## config.mk

```make
export PLATFORM = sky130hd
export DESIGN_NAME = audio_playback_ctrl
export DESIGN_NICKNAME = d
export VERILOG_FILES = /design/src/rtl/audio_ctrl_pkg.sv /design/src/rtl/audio_fetch_buf.sv /design/src/rtl/audio_playback_ctrl.sv
export SDC_FILE = /design/constraint.sdc
export NUM_CORES = 1
export LEC_CHECK = 0
export ABC_AREA = 1
export BUFFER_PORTS_ARGS = -buffer_cell sky130_fd_sc_hd__buf_4
export CAP_MARGIN = 10
export CORE_ASPECT_RATIO = 1.75
export CORE_MARGIN = 10
export CORE_UTILIZATION = 45
export CTS_CLUSTER_DIAMETER = 60
export CTS_CLUSTER_SIZE = 28
export DETAILED_ROUTE_END_ITERATION = 12
export GPL_ROUTABILITY_DRIVEN = 0
export PLACE_DENSITY = 0.68
export SLEW_MARGIN = 25
export SYNTH_ARGS = -nofsm -noshare
export SYNTH_HDL_FRONTEND = slang
export SYNTH_HIERARCHICAL = 1
export SYNTH_SLANG_ARGS = --single-unit
```

## constraint.sdc

```tcl
create_clock -name Clk -period 2.9 [get_ports Clk]
set_clock_uncertainty 0.05 [all_clocks]
set_input_delay 0.58 -clock Clk [delete_from_list [all_inputs] [get_ports Clk]]
set_output_delay 0.58 -clock Clk [all_outputs]
set_load 0.02 [all_outputs]
```

## src/rtl/audio_ctrl_pkg.sv

```systemverilog
// Shared types for the audio playback controller.
// Build option: define AUDIO_PLAYBACK_LOOP_EN to enable looped playback.
package audio_ctrl_pkg;

    localparam int SAMPLE_W = 16;

    typedef enum logic [2:0] {
        S_IDLE,
        S_INIT_WAIT,
        S_READY,
        S_PLAY,
        S_ERR
    } state_t;

    function automatic logic [7:0] sat_inc8(input logic [7:0] v);
        return (v == 8'hFF) ? v : v + 8'd1;
    endfunction

endpackage

```

## src/rtl/audio_fetch_buf.sv

```systemverilog
// One-entry sample prefetch buffer and memory read issue.
// Build option: AUDIO_PLAYBACK_LOOP_EN is resolved by the top into i_loop.
module audio_fetch_buf
    import audio_ctrl_pkg::*;
#(
    parameter int ADDR_W = 16
) (
    input  logic                i_clk,
    input  logic                i_rst,
    input  logic                i_run,
    input  logic                i_load,
    input  logic                i_flush,
    input  logic                i_take,
    input  logic                i_loop,
    input  logic [ADDR_W-1:0]   i_start_addr,
    input  logic [ADDR_W-1:0]   i_end_addr,
    input  logic                i_mem_valid,
    input  logic [SAMPLE_W-1:0] i_mem_rdata,
    output logic [ADDR_W-1:0]   o_mem_addr,
    output logic                o_mem_rd,
    output logic                o_full,
    output logic [SAMPLE_W-1:0] o_buf,
    output logic                o_fill,
    output logic                o_pend,
    output logic                o_exh
);

    logic [ADDR_W-1:0]   r_ptr;
    logic [ADDR_W-1:0]   r_start;
    logic [ADDR_W-1:0]   r_end;
    logic [ADDR_W-1:0]   r_addr;
    logic [SAMPLE_W-1:0] r_buf;
    logic                r_rd;
    logic                r_full;
    logic                r_pend;
    logic                r_exh;
    logic                r_drop;
    logic                w_fill;
    logic                w_issue;

    assign w_fill  = i_run && r_pend && i_mem_valid;
    // r_drop: a stopped read is still in flight; wait for it before issuing
    assign w_issue = i_run && !i_flush && !r_full && !r_pend
                     && !r_drop && !r_exh;

    always_ff @(posedge i_clk or posedge i_rst) begin
        if (i_rst) begin
            r_ptr   <= '0;
            r_start <= '0;
            r_end   <= '0;
            r_addr  <= '0;
            r_buf   <= '0;
            r_rd    <= 1'b0;
            r_full  <= 1'b0;
            r_pend  <= 1'b0;
            r_exh   <= 1'b0;
            r_drop  <= 1'b0;
        end else begin
            r_rd <= w_issue;
            if (w_issue) begin
                r_addr <= r_ptr;
            end
            if (i_flush && r_pend && !i_mem_valid) begin
                r_drop <= 1'b1;
            end else if (i_mem_valid) begin
                r_drop <= 1'b0;
            end
            if (i_load) begin
                r_ptr   <= i_start_addr;
                r_start <= i_start_addr;
                r_end   <= i_end_addr;
                r_exh   <= 1'b0;
                r_full  <= 1'b0;
                r_pend  <= 1'b0;
            end else if (i_flush) begin
                r_full <= 1'b0;
                r_pend <= 1'b0;
            end else begin
                if (w_issue) begin
                    r_pend <= 1'b1;
                    if (r_ptr == r_end) begin
                        if (i_loop) begin
                            r_ptr <= r_start;
                        end else begin
                            r_exh <= 1'b1;
                        end
                    end else begin
                        r_ptr <= r_ptr + 1'b1;
                    end
                end else if (w_fill) begin
                    r_pend <= 1'b0;
                end
                // a fill coinciding with a take is forwarded by the top
                if (i_take) begin
                    r_full <= 1'b0;
                end else if (w_fill) begin
                    r_full <= 1'b1;
                    r_buf  <= i_mem_rdata;
                end
            end
        end
    end

    assign o_mem_addr = r_addr;
    assign o_mem_rd   = r_rd;
    assign o_full     = r_full;
    assign o_buf      = r_buf;
    assign o_fill     = w_fill;
    assign o_pend     = r_pend;
    assign o_exh      = r_exh;

endmodule

```

## src/rtl/audio_playback_ctrl.sv

```systemverilog
// Audio playback controller: codec init handshake and sample streaming.
// Build option: define AUDIO_PLAYBACK_LOOP_EN to honour loop_en.
module audio_playback_ctrl
    import audio_ctrl_pkg::*;
#(
    parameter int ADDR_W       = 16,
    parameter int INIT_TIMEOUT = 1000000
) (
    input  logic                Clk,
    input  logic                Reset,
    input  logic                play_start,
    input  logic                play_stop,
    input  logic [ADDR_W-1:0]   start_addr,
    input  logic [ADDR_W-1:0]   end_addr,
    input  logic                loop_en,
    output logic                INIT,
    input  logic                INIT_FINISH,
    input  logic                data_over,
    output logic [SAMPLE_W-1:0] DATA,
    output logic [ADDR_W-1:0]   MEM_ADDR,
    output logic                MEM_RD,
    input  logic                MEM_VALID,
    input  logic [SAMPLE_W-1:0] MEM_RDATA,
    output logic                busy,
    output logic                done,
    output logic                init_err,
    output logic [7:0]          underrun_cnt
);

    localparam int TW = $clog2(INIT_TIMEOUT + 1);

    state_t              r_state;
    state_t              w_next;
    logic [TW-1:0]       r_tcnt;
    logic                r_do_q;
    logic                r_done;
    logic [SAMPLE_W-1:0] r_data;
    logic [7:0]          r_und;
    logic                w_load;
    logic                w_tmo;
    logic                w_play;
    logic                w_stop;
    logic                w_edge;
    logic                w_take;
    logic                w_fin;
    logic                w_loop;
    logic                w_full;
    logic [SAMPLE_W-1:0] w_buf;
    logic                w_fill;
    logic                w_pend;
    logic                w_exh;

`ifdef AUDIO_PLAYBACK_LOOP_EN
    assign w_loop = loop_en;
`else
    assign w_loop = loop_en & 1'b0;
`endif

    assign w_tmo  = (r_tcnt == TW'(INIT_TIMEOUT - 1));
    assign w_play = (r_state == S_PLAY);
    assign w_stop = w_play && play_stop;
    assign w_edge = data_over && !r_do_q;
    assign w_fin  = w_exh && !w_full && !w_pend;
    assign w_take = w_play && w_edge && !play_stop && !w_fin;

    always_ff @(posedge Clk or posedge Reset) begin
        if (Reset) begin
            r_state <= S_IDLE;
        end else begin
            r_state <= w_next;
        end
    end

    always_comb begin
        w_next = r_state;
        w_load = 1'b0;
        unique case (r_state)
            S_IDLE: w_next = S_INIT_WAIT;
            S_INIT_WAIT: begin
                if (INIT_FINISH) begin
                    w_next = S_READY;
                end else if (w_tmo) begin
                    w_next = S_ERR;
                end
            end
            S_READY: begin
                if (play_start && !play_stop
                    && (end_addr >= start_addr)) begin
                    w_next = S_PLAY;
                    w_load = 1'b1;
                end
            end
            S_PLAY: begin
                if (play_stop || w_fin) begin
                    w_next = S_READY;
                end
            end
            S_ERR:   w_next = S_ERR;
            default: w_next = S_IDLE;
        endcase
    end

    always_ff @(posedge Clk or posedge Reset) begin
        if (Reset) begin
            r_tcnt <= '0;
            r_do_q <= 1'b0;
            r_done <= 1'b0;
            r_data <= '0;
            r_und  <= '0;
        end else begin
            r_tcnt <= (r_state == S_INIT_WAIT) ? r_tcnt + 1'b1 : '0;
            r_do_q <= data_over;
            r_done <= w_play && !play_stop && w_fin;
            if (w_stop) begin
                r_data <= '0;
            end else if (w_take) begin
                if (w_full) begin
                    r_data <= w_buf;
                end else if (w_fill) begin
                    r_data <= MEM_RDATA;
                end else begin
                    r_data <= '0;
                    r_und  <= sat_inc8(r_und);
                end
            end
        end
    end

    audio_fetch_buf #(
        .ADDR_W(ADDR_W)
    ) u_fetch (
        .i_clk        (Clk),
        .i_rst        (Reset),
        .i_run        (w_play),
        .i_load       (w_load),
        .i_flush      (w_stop),
        .i_take       (w_take),
        .i_loop       (w_loop),
        .i_start_addr (start_addr),
        .i_end_addr   (end_addr),
        .i_mem_valid  (MEM_VALID),
        .i_mem_rdata  (MEM_RDATA),
        .o_mem_addr   (MEM_ADDR),
        .o_mem_rd     (MEM_RD),
        .o_full       (w_full),
        .o_buf        (w_buf),
        .o_fill       (w_fill),
        .o_pend       (w_pend),
        .o_exh        (w_exh)
    );

    assign INIT         = (r_state == S_INIT_WAIT);
    assign busy         = w_play;
    assign init_err     = (r_state == S_ERR);
    assign done         = r_done;
    assign DATA         = r_data;
    assign underrun_cnt = r_und;

endmodule

```

* Word level (Yosys, flattened, before mapping) *
Cells that the tools add are included.

word-level totals
  register bits after elaboration = 118
  bits of input ports = 56
  output and inout port bits = 45
  logic and storage cells = 109

cells by class
  add/sub/neg operators = 3
  order comparisons = 1
  eq/ne operators = 12
  mux-type cells = 30
  bitwise logic cells = 6
  reduce and logical (&&, ||, !) cells = 42

operator list
  cell                   count
  $mux 16                8
  $add 20x1->20 const B  1
  $eq 20x20->1 const B   1
  $logic_and 1x1->1      20
  $mux 20                1
  $add 16x1->16 const B  1
  $eq 16x16->1           1
  $ge 16x16->1           1
  $mux 1                 16
  $pmux 3 s5             1
  $mux 3                 4
  $logic_not 1->1        9
  $reduce_and 3->1       3
  $add 8x1->8 const B    1
  $eq 8x8->1 const B     1
  $reduce_bool 2->1      4
  $reduce_bool 4->1      2
  $eq 3x2->1 const B     2
  $not 1->1              6
  $reduce_and 5->1       1
  $ne 2x1->1 const B     2
  $ne 2x2->1 const B     2
  $reduce_and 4->1       1
  $eq 3x1->1 const B     1
  other kinds (4)        4

* Logic depth before layout (Yosys ltp) *
Gate-level depths: netlist of run 1.

  word-level depth = 11
  depth in mapped cells = 23
  mapped depth without buffers = 21

* Modules after synthesis *
The synthesis of run 1 kept the hierarchy.

by module, submodules not included
  module               times used  cells each  area an instance (um2)  sequential area each (um2)
  audio_fetch_buf      1           558         4,097.7                 2,127.0
  audio_playback_ctrl  1           369         2,940.3                 1,226.2

* Worst setup path before layout of run 1 *
No wires, ideal clock.

  path type = input to register
  start = input port start_addr[5]
  end = register u_fetch.r_buf[0], in the netlist u_fetch/o_buf[0]
  setup time = 0.117 ns
  arrival = 2.473 ns
  setup slack = 0.260 ns
  stages on the path = 22
  path buffers = 2
  cell sequence = inv_1 -> ha_1 -> nand2_1 -> nand2_1 -> nand2_1 -> nand2_1 -> nor2_1 -> nand2_1 -> nand2_1 -> nand2_1 -> nand2_1 -> nor2_1 -> clkbuf_1 -> nor2_1 -> inv_1 -> nor2_1 -> inv_1 -> nor2_2 -> inv_2 -> clkbuf_1 -> nand2_1 -> nand2_1

between the ends
  cells in the longest elaborated chain, start to end = 6

ends and longest elaborated chain
  what                        line                       source
  start: declaration          audio_playback_ctrl.sv:13  input logic [ADDR_W-1:0] start_addr,
  $ge 16x16->1                audio_playback_ctrl.sv:88  && (end_addr >= start_addr)) begin
  $logic_and 1x1->1           audio_playback_ctrl.sv:88
  $mux 1                      audio_playback_ctrl.sv:87  if (play_start && !play_stop
  $mux 1                      audio_playback_ctrl.sv:77  unique case (r_state)
  net w_load                  audio_playback_ctrl.sv:39  logic w_load;
  $not 1->1 (no line)         --
  $reduce_and 4->1 (no line)  --
  end signal: assignment      audio_fetch_buf.sv:98      r_buf <= i_mem_rdata;
  end: declaration            audio_fetch_buf.sv:32      logic [SAMPLE_W-1:0] r_buf;

The timed path passes the listed nets, and every way through them passes these cells.
A chain may end at the register's enable or synchronous reset.

* Worst setup path in the final report of run 1 *
  start = input port start_addr[15]
  end = register u_fetch.r_ptr[5]

between the ends
  cells in the longest elaborated chain, start to end = 6
  elaborated cells between the ends (all ways) = 9
  those cells by class = order compare (1); eq/ne (2); mux (3); reduce/logical (3)

ends and longest elaborated chain
  what                                                              line                       source
  $ge 16x16->1 (*)                                                  audio_playback_ctrl.sv:88
  $logic_and 1x1->1 (*)                                             audio_playback_ctrl.sv:88
  $mux 1 (*)                                                        audio_playback_ctrl.sv:87
  $mux 1 (*)                                                        audio_playback_ctrl.sv:77
  net w_load                                                        audio_playback_ctrl.sv:39
  $ne 2x1->1 (no line) / $reduce_bool 2->1 (equally long branches)  --
  $reduce_and 3->1 (no line)                                        --
  end signal: assignment                                            audio_fetch_buf.sv:69      r_ptr <= i_start_addr;
  end signal: assignment                                            audio_fetch_buf.sv:83      r_ptr <= r_start;
  end signal: assignment                                            audio_fetch_buf.sv:88      r_ptr <= r_ptr + 1'b1;
  end: declaration                                                  audio_fetch_buf.sv:28      logic [ADDR_W-1:0] r_ptr;

The timed path passes the listed nets; every way through them passes the cells marked *.

==> key figures, run 1 <==
Die
  • Die area: 21200 sq um
  • Die H: 185 microns
  • Initial Utilization: 45.7%
  • Total core area: 15400 sq um
  • Row cnt: 60
  • I/O Pins: 101
  • Die Width: 115 microns

Placement
  • DP Cell Count: 1203
  • Buffers on Ports: 99
  • Detailed Place HPWL: 13600 microns
  • Cell Area, Placed: 8070 sq um

Global route
  • Grt ovf: 0
  • First-pass GRT wire length: 30600 microns
  • Largest net degree at the start of global routing: 44
  • Initial antenna violation count: 0
  • Total Routing Usage GR: 17.8%
  • Vias in the first global route: 6270

Synthesis
  • Gate Count Post-Synth: 927
  • Synth Register Bits: 134
  • Synthesis Warnings: 6
  • Syn_nets: 1002
  • Top_reg_cell synth: dfrtp_1
  • Mapped Area: 7040 sq um
  • Netlist cell types: 35
  • Top cells by count, synth: 358 x nand2_1, 134 x dfrtp_1, 84 x inv_1
  • Seq/Total Area, Yosys: 47.6%
  • Synth async-reset ratio: 100%
  • Share of the synthesized area in the top cell type: 47.6%
  • Synth area leaders: dfrtp_1 48%, nand2_1 19%, inv_1 4.5%
  • Mean Syn Cell Area: 7.59 sq um
  • Top cell type by total area after synthesis: dfrtp_1
  • Post-synth EDFFs: 0
  • Most numerous cell in the Yosys netlist: nand2_1

Setup path
  • Max incr delay on CP: 330 ps
  • CP endpoint kind: flip-flop
  • Startpoint Class: primary input
  • Critical-path maximum fanout: 16
  • CP cell instances: buf_4, inv_1, ha_1, nand2_1, o21ai_0, a21oi_1, nand2_1, nand2_1, nor2_4, or2_2, o21ai_4, buf_4, nand2_1, nand2_1
  • CP top delay family: simple AND/OR/NAND/NOR gates
  • Crit path top cell by count: nand2_1
  • CP max stage cell: or2_2
  • Critical Path RT: 3200 ps
  • WP data arrival: 2760 ps
  • Crit Path Category: in2reg
  • CP bufs+invs: 3

Timing
  • Final setup fails: 0
  • Hold Violations, Final: 0
  • Setup TNS Final: 0 ps
  • Worst slew pin tran: 762 ps
  • Period utilization: 85.1%
  • Tmin final: 2470 ps
  • Slew Limit Fails: 0
  • Unrepaired setup endpoints after global routing: no
  • Slew headroom: 49.2%
  • Fmax: 405 MHz

Clocking
  • Number of CTS-inserted buffers: 17
  • Clock-pin slew on the worst setup and hold paths: 60 ps
  • Worst skew pair latency: 420 ps
  • Number of H-tree levels: 4
  • CTS tree: done
  • Clk buf depth: 2
  • Post-CTS setup buffers: 0
  • Resize count post-CTS: 0
  • Clock tree sinks: 134
  • Clock root cell: clkbuf_16
  • CTS Hold Bufs: 0

Power and ir drop
  • Maximum vdd drop: 363 uV
  • Leak Pwr: 4.63 nW
  • Pwr Density: 814 nW/um^2

Final layout
  • Non-filler cells, final: 1235
  • Layout cell share with drive strength beyond 1: 18.3%
  • # diodes: 0
  • Final instance area: 8680 sq um
  • Area Overhead vs Synth: 23.3%
  • Filler instances: 1477
  • Final nets: 1111

Outcome
  • Status: finished, final reports clean

Detailed routing
  • Antenna-violating nets left: 0
  • Detailed-route DRC error count: 0
  • DR iter-0 viols: 398
  • Drt wl/cell: 14.7 microns
  • Vias per cell: 4.99
  • Total vias in the final route: 6163
  • Routed WL: 18200 microns
  • First-pass iteration count of the detailed router: 5

Flow run
  • # Max-Cap Violations: 0

Min path
  • Hold Crit Class: in2async
## registers in the layout, indices dropped and copies added (netlist names), 3 cells and up
name                cells
DATA                   16
r_state                 3
r_tcnt                 20
u_fetch/o_buf          16
u_fetch/o_mem_addr     16
u_fetch/r_end          16
u_fetch/r_ptr          16
u_fetch/r_start        16
underrun_cnt            8
## final cells by class
class / instances / area [sq um] / share of cell area [%]
Clock buffer: 17 / 425 / 4.90
Clock inverter: 15 / 179 / 2.06
Inverter: 103 / 390 / 4.50
Multi-Input combinational cell: 662 / 3170 / 36.6
Sequential cell: 134 / 3350 / 38.6
Tap cell: 186 / 233 / 2.68
Timing Repair Buffer: 118 / 923 / 10.6
## layer usage
metal  share of wire (%)  track usage, %  vias up
li1                    -               -     3154
met1                  40            19.6     2820
met2                  53            31.7      156
met3                 4.3            3.53       33
met4                 2.7            7.95        0
met5                   0               0        -
## worst paths after layout
kind                                   start               end  slack, ps  cells past startpoint
max                           start_addr[15]  u_fetch/r_ptr[5]        430                     14
min                                    Reset              done        110                      2
max reg2reg                u_fetch/r_ptr[12]  u_fetch/r_ptr[5]        720                     11
min reg2reg                        r_tcnt[0]         r_tcnt[0]        400                      1
max in group asynchronous              Reset  u_fetch/o_buf[8]       1830                      3
min in group Clk                   data_over            r_do_q        230                      1
## power by group
part	leakage [nW]	internal [mW]	switching, mW
registers	1.77	2.39	0.358
clock network	0.286	1.36	0.850
logic	2.58	0.788	1.33
total	4.63	4.53	2.53
## stage by stage
stage	power, mW	utilization, %	hold slack, ps	worst slack (ps)
5_1_grt	7.58	56.4	127	280
6_report	7.07	56.4	112	433
4_1_cts	7.14	56.4	107	447
3_3_place_gp	4.83	52.5	400	58.3
2_1_floorplan	4.18	-	374	76.5
3_5_place_dp	4.90	52.5	399	27.6
## layout by cell type, fill, tap and decap left out, types with 2 or more instances in the layout
master / synthesis / routed
dfrtp_1: 134 / 134
nor3_1: 18 / 18
xnor2_1: 2 / 2
nor3_2: 2 / 2
nand2_1: 358 / 358
inv_6: 0 / 2
o21ai_0: 61 / 61
nor2_4: 2 / 3
bufinv_16: 0 / 3
nor2_2: 6 / 6
xor2_1: 19 / 19
a21oi_1: 17 / 17
a22oi_1: 17 / 17
clkbuf_16: 0 / 17
clkinvlp_4: 0 / 4
inv_2: 18 / 19
ha_1: 19 / 19
nor2_1: 62 / 61
nand2_4: 3 / 3
nand3_1: 54 / 54
nand2_2: 2 / 2
buf_4: 3 / 115
buf_12: 0 / 3
inv_1: 84 / 82
nand4_1: 11 / 11
clkinv_2: 0 / 4
clkinv_4: 0 / 3
## cell families after synthesis
kind of cell | Yosys count | share of synthesized area, %
AND/OR/NAND/NOR | 523 | 31.1
flip-flops | 134 | 47.6
buffers and inverters | 131 | 7.38
AO/OA/AOI/OAI | 98 | 7.80
XOR/XNOR | 21 | 2.61
adder cells (fa/ha/maj) | 19 | 3.38
other | 1 | 0.0533
Note: power is estimated with default switching activity, not from simulation.
==> inputs of run 2 (changes only) <==
- CTS_BUF_LIST: default -> sky130_fd_sc_hd__clkbuf_2
- SYNTH_HIERARCHICAL: 1 -> default
==> run 2 against run 1 <==
  * Count of clock-buffer cells in the layout unchanged
  * Maximum frequency down 0.97%
  * Synthesized cell count down 16%
  * Combinational power down 2%
  * Critical path depth down 10
  * Largest cell class unchanged
==> key figures, run 2 <==
Clocking
  • Clock tree sinks: 118
  • Clock-pin slew on the worst setup and hold paths: 180 ps
  • CTS tree: done
  • Clock root cell: clkbuf_2
  • Post-CTS setup buffers: 0
  • Worst skew pair latency: 660 ps
  • Resize count post-CTS: 0
  • Number of H-tree levels: 4
  • Clk buf depth: 2
  • Number of CTS-inserted buffers: 17
  • CTS Hold Bufs: 3

Power and ir drop
  • Total chip power: 5.76 mW
  • Sw Share: 39.2%
  • Sw power: 2.26 mW
  • Pwr Density: 771 nW/um^2
  • Internal Power: 3.50 mW
  • Leak Pwr: 3.83 nW
  • Comb power frac: 35.8%
  • Maximum vdd drop: 359 uV
  • Seq pwr share: 43.7%
  • Clock power frac: 20.5%

Outcome
  • Status: finished, final reports clean

Die
  • Die Width: 109 microns
  • Die H: 175 microns
  • Row cnt: 56
  • Die area: 19000 sq um
  • I/O Pins: 101
  • Initial Utilization: 46.0%
  • Total core area: 13500 sq um

Synthesis
  • Synthesis Warnings: 0
  • Top_reg_cell synth: dfrtp_1
  • Synth async-reset ratio: 100%
  • Most numerous cell in the Yosys netlist: nand2_1
  • Top cells by count, synth: 237 x nand2_1, 118 x dfrtp_1, 72 x inv_1
  • Post-synth EDFFs: 0
  • Mean Syn Cell Area: 7.91 sq um
  • Gate Count Post-Synth: 783
  • Seq/Total Area, Yosys: 47.7%
  • Netlist cell types: 32
  • Top cell type by total area after synthesis: dfrtp_1
  • Mapped Area: 6190 sq um
  • Syn_nets: 858
  • Share of the synthesized area in the top cell type: 47.7%
  • Synth Register Bits: 118
  • Synth area leaders: dfrtp_1 48%, nand2_1 14%, inv_1 4.4%

Placement
  • Detailed Place HPWL: 11600 microns
  • Pre-CTS setup slack: 279 ps
  • Cell Area, Placed: 7130 sq um
  • Buffers on Ports: 99

Timing
  • Setup TNS Final: 0 ps
  • Slew headroom: 44.4%
  • Period utilization: 85.9%
  • Hold Violations, Final: 0
  • Slew Limit Fails: 0
  • Worst slew pin tran: 832 ps
  • Unrepaired setup endpoints after global routing: no
  • Fmax: 401 MHz
  • Tmin final: 2490 ps
  • Final setup fails: 0
  • Final WS setup: 408 ps

Detailed routing
  • Routed WL: 15200 microns
  • Vias per cell: 4.94
  • Drt wl/cell: 14.1 microns
  • Detailed-route DRC error count: 0
  • First-pass iteration count of the detailed router: 4
  • Antenna-violating nets left: 0
  • DR iter-0 viols: 158
  • Total vias in the final route: 5319

Final layout
  • Final design utilization: 55.5%
  • Final nets: 963
  • Leading cell type in the layout, fill and taps excluded: nand2_1
  • Largest register by flop count: r_tcnt
  • Final instance area: 7470 sq um
  • Layout cell share with drive strength beyond 1: 17.3%
  • Most frequent cells in the layout: 237 x nand2_1, 118 x dfrtp_1, 108 x buf_4
  • Area Overhead vs Synth: 20.6%
  • Filler instances: 1354
  • Number of flip-flops under the largest register name: 20

Global route
  • Grt ovf: 0
  • Total Routing Usage GR: 16.8%
  • First-pass GRT wire length: 25600 microns
  • Initial antenna violation count: 2
  • Largest net degree at the start of global routing: 46
  • Vias in the first global route: 5353

Min path
  • Hold Crit Class: in2reg

Setup path
  • Startpoint Class: flip-flop
  • CP endpoint kind: output port
  • WP data arrival: 1860 ps
  • Crit Path Category: reg2out
  • Critical Path RT: 2270 ps
  • Critical-path maximum fanout: 9

Flow run
  • # Max-Cap Violations: 0
-- run 2: cells by family (layout without fill, tap and decap cells) --
group	after synthesis	in the layout	share of synthesized area, %
AOI/OAI and AO/OA	89	89	7.37
xor gates and xnor gates	36	36	5.09
buffers and inverters	107	225	7.21
and+or+nand+nor	414	414	28.8
adders and majority gates	19	19	3.84
DFF	118	118	47.7
other	0	2	0
-- run 2: worst paths after layout --
kind	cells past startpoint	startpoint	slack (ps)	end
hold / removal	3	end_addr[1]	70	u_fetch.r_end[1]
max in group asynchronous	4	Reset	1520	DATA[10]
setup reg to reg	9	u_fetch.o_full	490	u_fetch.r_ptr[5]
setup / recovery	4	r_state[0]	410	INIT
hold reg to reg	1	r_tcnt[0]	420	r_tcnt[0]
min in group asynchronous	3	Reset	570	underrun_cnt[2]
-- run 2: metrics by stage --
step	hold slack, ps	cells
2_1_floorplan	374	783
3_3_place_gp	400	1037
3_5_place_dp	408	1037
4_1_cts	5.37	1072
5_1_grt	4.62	1077
6_report	74.1	1077
-- run 2: power groups by stage --
stage / registers, mW / clock network (mW) / logic, mW
floorplan: 2.61 / 0 / 1.33
global placement: 2.53 / 0 / 2.05
detailed placement: 2.55 / 0 / 2.09
CTS: 2.51 / 1.23 / 2.10
global route: 2.59 / 1.30 / 2.35
finish: 2.52 / 1.18 / 2.06
-- run 2: layout make-up --
type                            count  area (sq um)  area share, %
Inverter                           76           289           3.87
Sequential cell                   118          2950           39.5
Antenna cell                        2          5.00         0.0670
Tap cell                          174           218           2.91
Multi-Input combinational cell    558          2800           37.5
Timing Repair Buffer              117           931           12.5
Clock inverter                     15           186           2.50
Clock buffer                       17          85.1           1.14
-- run 2: worst max-delay path: stages (launching register included) --
cell and delay [ps]:
dfrtp_1 460, inv_1 50, nor3_1 320, buf_4 240, buf_4 150
-- run 2: metal layers --
layer | track usage, % | vias up | part of all wire, %
met2 | 31.3 | 96 | 57
li1 | - | 2747 | -
met1 | 17.6 | 2458 | 38
met3 | 3.65 | 18 | 3.5
met5 | 0 | - | 0
met4 | 5.91 | 0 | 1.9
==> inputs of run 3 (changes only) <==
==> constraint.sdc (replaced) <==
create_clock -name Clk -period 2.9 [get_ports Clk]
set_clock_uncertainty 0.05 [all_clocks]
set_input_delay 0.29 -clock Clk [delete_from_list [all_inputs] [get_ports Clk]]
set_output_delay 0.29 -clock Clk [all_outputs]
set_load 0.02 [all_outputs]
==> run 3 against run 2 <==
  * Largest power group unchanged
  * Sequential power barely moved
  * Sequential cell count did not move
  * Routed wire length is 4.3% higher
  * Cell count rose by 4.4%
  * Maximum frequency increased by 10%
  * Non-clock buffer count up 49
==> key figures, run 3 (synthesis results as in run 2) <==
Timing
  • Final setup fails: 0
  • Unrepaired setup endpoints after global routing: no
  • Worst slew pin tran: 768 ps
  • Hold Violations, Final: 0
  • Setup TNS Final: 0 ps
  • Slew headroom: 48.7%
  • Fmax: 442 MHz
  • Tmin final: 2260 ps
  • Period utilization: 78.0%
  • Slew Limit Fails: 0

Power and ir drop
  • Leak Pwr: 4.02 nW
  • Pwr Density: 723 nW/um^2
  • Total chip power: 5.71 mW
  • Maximum vdd drop: 365 uV

Detailed routing
  • DR iter-0 viols: 225
  • Top Layer Used: met4
  • Detailed-route DRC error count: 0
  • WL met1: 5930 microns
  • Total vias in the final route: 5551
  • Drt wl/cell: 14.1 microns
  • Routed WL: 15900 microns
  • Antenna-violating nets left: 0
  • First-pass iteration count of the detailed router: 6
  • Met3 wire len: 632 microns
  • Vias per cell: 4.94
  • Routed wl met2: 8990 microns

Global route
  • Vias in the first global route: 5556
  • Grt ovf: 0
  • Largest net degree at the start of global routing: 56
  • Initial antenna violation count: 1
  • Total Routing Usage GR: 17.4%
  • First-pass GRT wire length: 26700 microns

Placement
  • Buffers on Ports: 99
  • Detailed Place HPWL: 11500 microns
  • Cell Area, Placed: 7120 sq um

Final layout
  • Layout cell share with drive strength beyond 1: 16.3%
  • Number of flip-flops under the largest register name: 20
  • Final nets: 1012
  • Filler instances: 1271
  • Area Overhead vs Synth: 27.6%
  • Final instance area: 7900 sq um
  • Largest register by flop count: r_tcnt
  • Most frequent cells in the layout: 237 x nand2_1, 118 x dfrtp_1, 109 x buf_4
  • Leading cell type in the layout, fill and taps excluded: nand2_1

Setup path
  • CP cell instances: nand3_4, nor2_2, nand2_2, nor3_4, nor2_2, buf_4, nand3_4, nand2_1, nand2_1
  • Crit Path Category: reg2reg
  • CP max stage cell: dfrtp_1
  • Flop2flop setup slack: 640 ps
  • WP data arrival: 2750 ps
  • CP endpoint kind: flip-flop
  • Startpoint Class: flip-flop
  • Critical-path maximum fanout: 21
  • Max incr delay on CP: 470 ps
  • Critical Path RT: 3390 ps

Clocking
  • Worst skew pair latency: 660 ps
  • Post-CTS setup buffers: 0
  • Clock-pin slew on the worst setup and hold paths: 180 ps
  • Clock root cell: clkbuf_2
  • Clk buf depth: 2
  • CTS tree: done
  • Number of H-tree levels: 4
  • Number of CTS-inserted buffers: 17
  • Resize count post-CTS: 0
  • Clock tree sinks: 118
  • CTS Hold Bufs: 55

Die
  • Die area: 19000 sq um
  • Total core area: 13500 sq um
  • I/O Pins: 101
  • Row cnt: 56
  • Die Width: 109 microns
  • Die H: 175 microns
  • Initial Utilization: 46.0%

Flow run
  • # Max-Cap Violations: 0

Min path
  • Hold Crit Class: in2async

Outcome
  • Status: finished, final reports clean
==> run 3: final timing paths <==
kind                       startpoint               end  cells past startpoint
max                        r_state[0]  u_fetch.o_buf[1]                      9
min                             Reset   underrun_cnt[3]                      3
max reg2reg                r_state[0]  u_fetch.o_buf[1]                      9
min reg2reg                 r_tcnt[0]         r_tcnt[0]                      1
max in group asynchronous       Reset  u_fetch.o_buf[3]                      4
min in group Clk            data_over            r_do_q                      2
==> run 3: area by class of cell <==
cell class                      instances  area [sq um]  share of cell area, %
Tap cell                              174           218                   2.76
Clock inverter                         12           136                   1.73
Sequential cell                       118          2950                   37.4
Timing Repair Buffer                  166          1410                   17.8
Antenna cell                            1          2.50                 0.0317
Inverter                               76           289                   3.66
Clock buffer                           19          95.1                   1.20
Multi-Input combinational cell        558          2800                   35.4
==> run 3: per-stage QoR <==
stage	std cells	hold WS (ps)	setup slack, ps	utilization, %
floorplan	783	271	1120	-
global placement	1037	360	519	52.9
detailed placement	1037	361	492	52.9
CTS	1123	219	598	58.7
global route	1124	168	421	58.7
finish	1124	244	638	58.7
==> run 3: worst max-delay path, delay by kind of cell, from the launching register on <==
family / cells / cell delay, ps
flops: 1 / 470
buf+inv: 1 / 370
simple gates: 8 / 1260
==> run 3: where the power goes <==
| group | internal (mW) | total (mW) | switching, mW |
|---|---|---|---|
| Combinational | 0.872 | 2.13 | 1.26 |
| Sequential | 2.11 | 2.52 | 0.402 |
| Clock | 0.468 | 1.07 | 0.598 |
| Total | 3.45 | 5.71 | 2.26 |
==> run 3: layer usage <==
metal	vias to the layer above	GRT usage (%)
met4	0	5.96
met2	129	32.7
met5	-	0
li1	2829	-
met3	23	3.91
met1	2570	18.2
